File: src/rtl/register_scoreboard.sv
// ---------------------------------------------------------------------------
// register_scoreboard
//   Issue-stage hazard tracker sitting right after the decoder. Keeps one busy
//   bit per general and per float register, stalls issue on RAW/WAW hazards
//   and clears busy bits as the execution units write back.
//
//   Optional build macro: SCOREBOARD_WB_BYPASS_EN
//     defined   - a same-cycle writeback hides the busy bit from the hazard
//                 check, so a stalled instruction can issue in that cycle.
//     undefined - hazard check uses the registered busy bits only.
//
// Ports
//   clk, rst_n            core clock (rising edge), async active-low reset
//   issue_valid/ready     decoded instruction handshake (ready is comb and
//                         independent of issue_valid)
//   src_num/used/float    NSRC source operand slots, 5 bits per slot
//   dst_general/float/num destination register (general wins if both flags)
//   wb_gen_*/wb_flt_*     independent general/float writeback ports
//   flush                 drop all pending writes
//   busy_general/float    registered busy vectors
//   pending_count         registered count of busy bits in both files
//   wb_error              sticky: writeback to a non-busy register or r0
// ---------------------------------------------------------------------------
module register_scoreboard #(
    parameter int NSRC  = 3,
    parameter int CNT_W = 7
) (
    input  logic              clk,
    input  logic              rst_n,
    input  logic              issue_valid,
    output logic              issue_ready,
    input  logic [5*NSRC-1:0] src_num,
    input  logic [NSRC-1:0]   src_used,
    input  logic [NSRC-1:0]   src_float,
    input  logic              dst_general,
    input  logic              dst_float,
    input  logic [4:0]        dst_num,
    input  logic              wb_gen_valid,
    input  logic [4:0]        wb_gen_num,
    input  logic              wb_flt_valid,
    input  logic [4:0]        wb_flt_num,
    input  logic              flush,
    output logic [31:0]       busy_general,
    output logic [31:0]       busy_float,
    output logic [CNT_W-1:0]  pending_count,
    output logic              wb_error
);

    logic [31:0]      r_busy_gen;
    logic [31:0]      r_busy_flt;
    logic [CNT_W-1:0] r_cnt;
    logic             r_wb_err;

    logic [31:0]      w_wb_gen_oh;
    logic [31:0]      w_wb_flt_oh;
    logic [31:0]      w_eb_gen;
    logic [31:0]      w_eb_flt;
    logic             w_src_hz;
    logic             w_dst_gen;
    logic             w_dst_flt;
    logic             w_dst_hz;
    logic             w_accept;
    logic [31:0]      w_set_gen;
    logic [31:0]      w_set_flt;
    logic [31:0]      w_nxt_gen;
    logic [31:0]      w_nxt_flt;
    logic [CNT_W-1:0] w_nxt_cnt;
    logic             w_wb_bad;

    function automatic logic [CNT_W-1:0] popcnt(input logic [31:0] v);
        logic [CNT_W-1:0] c;
        c = '0;
        for (int i = 0; i < 32; i++)
            c = c + CNT_W'(v[i]);
        return c;
    endfunction

    // One-hot writeback masks, zero when the port is idle.
    assign w_wb_gen_oh = wb_gen_valid ? (32'd1 << wb_gen_num) : 32'd0;
    assign w_wb_flt_oh = wb_flt_valid ? (32'd1 << wb_flt_num) : 32'd0;

    // Effective busy used by the hazard check.
`ifdef SCOREBOARD_WB_BYPASS_EN
    assign w_eb_gen = r_busy_gen & ~w_wb_gen_oh;
    assign w_eb_flt = r_busy_flt & ~w_wb_flt_oh;
`else
    assign w_eb_gen = r_busy_gen;
    assign w_eb_flt = r_busy_flt;
`endif

    // RAW check over all used source slots; general r0 never stalls.
    always_comb begin
        w_src_hz = 1'b0;
        for (int i = 0; i < NSRC; i++) begin
            if (src_used[i]) begin
                if (src_float[i])
                    w_src_hz = w_src_hz | w_eb_flt[src_num[5*i +: 5]];
                else if (src_num[5*i +: 5] != 5'd0)
                    w_src_hz = w_src_hz | w_eb_gen[src_num[5*i +: 5]];
            end
        end
    end

    // Destination decode: general wins when both flags are set, and a general
    // r0 destination is treated as no destination at all.
    assign w_dst_gen = dst_general && (dst_num != 5'd0);
    assign w_dst_flt = dst_float && !dst_general;
    assign w_dst_hz  = (w_dst_gen && w_eb_gen[dst_num]) ||
                       (w_dst_flt && w_eb_flt[dst_num]);

    assign issue_ready = !flush && !w_src_hz && !w_dst_hz;
    assign w_accept    = issue_valid && issue_ready;

    assign w_set_gen = (w_accept && w_dst_gen) ? (32'd1 << dst_num) : 32'd0;
    assign w_set_flt = (w_accept && w_dst_flt) ? (32'd1 << dst_num) : 32'd0;

    // Flush clears everything; a set beats a same-cycle writeback clear.
    always_comb begin
        if (flush) begin
            w_nxt_gen = 32'd0;
            w_nxt_flt = 32'd0;
        end else begin
            w_nxt_gen = (r_busy_gen & ~w_wb_gen_oh) | w_set_gen;
            w_nxt_flt = (r_busy_flt & ~w_wb_flt_oh) | w_set_flt;
        end
        w_nxt_gen[0] = 1'b0;
    end

    assign w_nxt_cnt = popcnt(w_nxt_gen) + popcnt(w_nxt_flt);

    // Writeback to a register that is not busy (or to general r0) is a
    // protocol error from the execution side; judged against registered state.
    assign w_wb_bad = (wb_gen_valid && ((wb_gen_num == 5'd0) || !r_busy_gen[wb_gen_num])) ||
                      (wb_flt_valid && !r_busy_flt[wb_flt_num]);

    always_ff @(posedge clk or negedge rst_n) begin
        if (!rst_n) begin
            r_busy_gen <= 32'd0;
            r_busy_flt <= 32'd0;
            r_cnt      <= '0;
            r_wb_err   <= 1'b0;
        end else begin
            r_busy_gen <= w_nxt_gen;
            r_busy_flt <= w_nxt_flt;
            r_cnt      <= w_nxt_cnt;
            if (!flush && w_wb_bad)
                r_wb_err <= 1'b1;
        end
    end

    assign busy_general  = r_busy_gen;
    assign busy_float    = r_busy_flt;
    assign pending_count = r_cnt;
    assign wb_error      = r_wb_err;

endmodule

File: config.mk
export PLATFORM = sky130hd
export DESIGN_NAME = register_scoreboard
export DESIGN_NICKNAME = d
export VERILOG_FILES = /design/src/rtl/register_scoreboard.sv
export SDC_FILE = /design/constraint.sdc
export NUM_CORES = 1
export LEC_CHECK = 0
export CAP_MARGIN = 20
export CORE_MARGIN = 8
export CORE_UTILIZATION = 47
export DETAILED_ROUTE_END_ITERATION = 10
export GPL_ROUTABILITY_DRIVEN = 0
export PLACE_DENSITY = 0.77
export SLEW_MARGIN = 25
export SYNTH_ARGS = -nofsm -noshare
export SYNTH_HDL_FRONTEND = slang
export SYNTH_SLANG_ARGS = --single-unit
File: constraint.sdc
create_clock -name clk -period 12.4 [get_ports clk]
set_clock_uncertainty 0.05 [all_clocks]
set_input_delay 1.24 -clock clk [delete_from_list [all_inputs] [get_ports clk]]
set_output_delay 1.24 -clock clk [all_outputs]
set_load 0.03 [all_outputs]
==> metrics.csv <==
stage;metric;value;unit
power_and_ir_drop;p_clk_share;43.4;%
critical_path;cp-end-kind;flop;
timing;hold-worst-slack;0.504;ns
grt;grt_pass1_vias;7590;
clocking;clk_pin_slew;0.06;ns
routing;firstDrtPassIters;9;
clocking;cts_inserted_buffers;9;
layout;layout-drive-gt1-share;15.4;%
critical_path;crit_required;12.63;ns
clocking;tritoncts;yes;
timing;fmaxAchievable;0.0969;GHz
timing;max_slew_margin;29.1;%
floorplanning;die_width;149;µm
worst_hold_path;hold_path_class;reg -> reg;
power_and_ir_drop;power_switching;0.000180;W
timing;hold_violations;0;
critical_path;cp_max_fo;55;
job;maxCapViolations;0;
routing;drtIter0Drc;911;
layout;fillers;1467;
timing;fin_crit_sh;83.2;%
grt;grtUsageTotal;25.7;%
yosys;async_flop_share;100;%
yosys;synth_cell_type_count;54;
clocking;clockRootBuffer;clkbuf_16;
critical_path;rr_endpoint;pending_count[6];
floorplanning;start_util;48.2;%
grt;grt_start_max_net_pins;86;
yosys;synth_seq_cells;71;
routing;routed_wl;28800;µm
floorplanning;io_pins;117;
power_and_ir_drop;max-vdd-ir-drop;53.8;µV
clocking;post-cts-setup-buffers;0;
yosys;ys_seq_area_share;21.2;%
routing;drtAntennaViolNets;0;
layout;design_area;9730;µm²
critical_path;critical_path_arrival;10.55;ns
yosys;syn_area;8360;µm²
layout;nets;919;
critical_path;startpoint_type;input port;
placement;placed_cell_area;9420;µm²
placement;hpwl;21300;µm
yosys;yosys_warnings;0;
outcome;outcome;completed;
floorplanning;dieArea;22300;µm²
timing;worst_slew_pin_slew;1.05;ns
routing;vias_per_cell;7.35;
floorplanning;die_height;149;µm
critical_path;path_class;in -> reg;
placement;port_buffers;115;
layout;finish.utilization;56.1;%
critical_path;reg2reg_slack;3.49;ns
timing;finalSetupTns;0;ns
routing;vias;7624;
worst_hold_path;hold_path_end;wb_error;
worst_hold_path;min_from;wb_error;
yosys;syn_inst;758;
power_and_ir_drop;cellPowerDensity;64.0;nW/µm²
clocking;clock-sinks;71;
yosys;synthFlopType;dfrtp_1;
clocking;clock_latency;0.34;ns
floorplanning;core_region_area;17400;µm²
routing;drc;0;
critical_path;rr_startpoint;busy_general[11];
clocking;cts_hold_buf;0;
timing;period_needed;10.32;ns
power_and_ir_drop;switching_share;28.9;%
worst_hold_path;hold_path_depth;1;
timing;setup_viol;0;
routing;wl_per_cell;27.8;µm
clocking;htreeDepth;3;
power_and_ir_drop;leakage;3.67;nW
timing;finalMaxSlewViolations;0;
clocking;cts_resized;0;
critical_path;r2r_cells;23;
grt;grt_first_pass_wirelength;44400;µm
layout;mostFrequentLayoutCells;clkdlybuf4s50_1, mux4_2, dfrtp_1;
power_and_ir_drop;pwr-share-comb;19.0;%
power_and_ir_drop;seqPwrFrac;37.6;%
layout;layout_commonest_cell;clkdlybuf4s50_1;
floorplanning;row_count;48;
yosys;syn_avg_cell_area;11.0;µm²
power_and_ir_drop;p_int;0.000443;W
grt;antenna_found_initial;0;
clocking;cts.path.max_buffers;2;
layout;antenna_cells;0;
layout;area_growth;16.4;%
yosys;syn_nets;870;
grt;grt-ovfl-total;0;
timing;rsz0062_at_grt;false;
yosys;synth_edf_count;0;
-- metal layers --
metal / global-route usage, % / wire (µm) / up-vias / share of wire [%]
met4: 14.3 / 1440 / 0 / 5.0
met3: 5.79 / 3790 / 117 / 13
met2: 39.7 / 13500 / 668 / 47
li1: - / - / 3143 / -
met1: 33.0 / 10100 / 3696 / 35
met5: 0 / 0 / - / 0
-- worst max-delay path: stages --
cell             delay [ns]
clkdlybuf4s50_1        0.95
or2_2                  0.73
o41ai_1                0.36
a31oi_1                0.07
a311oi_1               0.28
nand4_1                0.15
buf_4                  0.32
buf_4                  0.39
o41a_1                 0.51
fa_1                   0.56
inv_1                  0.06
fa_1                   0.51
inv_1                  0.06
fa_1                   0.53
fa_1                   0.44
fa_1                   0.53
fa_1                   0.45
fa_1                   0.52
fa_1                   0.44
fa_1                   0.43
fa_1                   0.47
nor2b_1                0.12
o21ai_0                0.08
nand2b_1               0.11
a21o_1                 0.12
a21o_1                 0.11
-- area by class of cell --
cell class / count / area, µm² / share of cell area [%]
sequential: 71 / 1780 / 18.3
clock inverter: 2 / 37.5 / 0.386
multi-input combinational: 553 / 6000 / 61.6
clock buffer: 14 / 274 / 2.82
tap: 225 / 282 / 2.89
timing repair buffer: 120 / 1170 / 12.0
inverter: 52 / 195 / 2.01
-- power groups by stage --
stage               registers [W]  logic [W]  clock network [W]
global placement         0.000238   0.000115                  0
CTS                      0.000234   0.000116           0.000270
finish                   0.000234   0.000118           0.000270
floorplan                0.000240  0.0000775                  0
detailed placement       0.000238   0.000116                  0
global route             0.000234   0.000126           0.000281
-- metrics by stage --
| step | total power, W | setup slack (ns) | std cells |
|---|---|---|---|
| detailed placement | 0.000354 | 1.81 | 1021 |
| CTS | 0.000620 | 2.13 | 1037 |
| global placement | 0.000353 | 1.71 | 1021 |
| global route | 0.000641 | 1.71 | 1037 |
| floorplan | 0.000317 | 3.59 | 758 |
| finish | 0.000623 | 2.08 | 1037 |
-- Yosys cell counts (all sizes together), types with 4 or more instances --
library cell | number | area [µm²]
o211ai | 25 | 188
nor3 | 8 | 40.0
nor3b | 6 | 45.0
mux2i | 9 | 90.1
buf | 41 | 255
nand2 | 47 | 176
o41ai | 62 | 633
mux4 | 78 | 1760
and2 | 4 | 25.0
a21oi | 9 | 45.0
nand4 | 4 | 25.0
o31ai | 5 | 37.5
a22oi | 12 | 90.1
dfrtp | 71 | 1780
nand4b | 5 | 43.8
inv | 52 | 195
o21ai | 5 | 25.0
nor2 | 12 | 45.0
nor2b | 21 | 131
fa | 53 | 1060
or2 | 4 | 25.0
nand2b | 18 | 113
nand3 | 58 | 290
ha | 15 | 188
o311ai | 10 | 87.6
a31oi | 5 | 31.3
mux2 | 6 | 67.6
o41a | 44 | 495
clkbuf | 41 | 154
-- kinds of logic after synthesis --
logic type | Yosys count | synth area share, %
other | 1 | 0.0448
buffers and inverters | 134 | 7.23
and+or+nand+nor | 191 | 11.8
muxes | 93 | 22.9
adders and majority gates | 68 | 14.9
DFF | 71 | 21.2
xor gates and xnor gates | 4 | 0.419
AOI/OAI and AO/OA | 196 | 21.4
-- registers in the layout, summed over array words and instances, names as in the netlist --
name	count
busy_float	32
busy_general	31
pending_count	7
wb_error	1
-- worst max path at each step --
| stage | start | end | slack, ns | depth (start not counted) |
|---|---|---|---|---|
| after floorplan | src_num[7] | pending_count[6] | 3.59 | 27 |
| after global placement | dst_num[0] | pending_count[6] | 1.71 | 25 |
| after detailed placement | dst_num[1] | pending_count[6] | 1.81 | 26 |
| after CTS | dst_num[1] | pending_count[6] | 2.13 | 26 |
| after global routing | dst_num[1] | pending_count[5] | 1.71 | 28 |
| final | dst_num[1] | pending_count[6] | 2.08 | 26 |
Power figures use the tool's default switching activity.
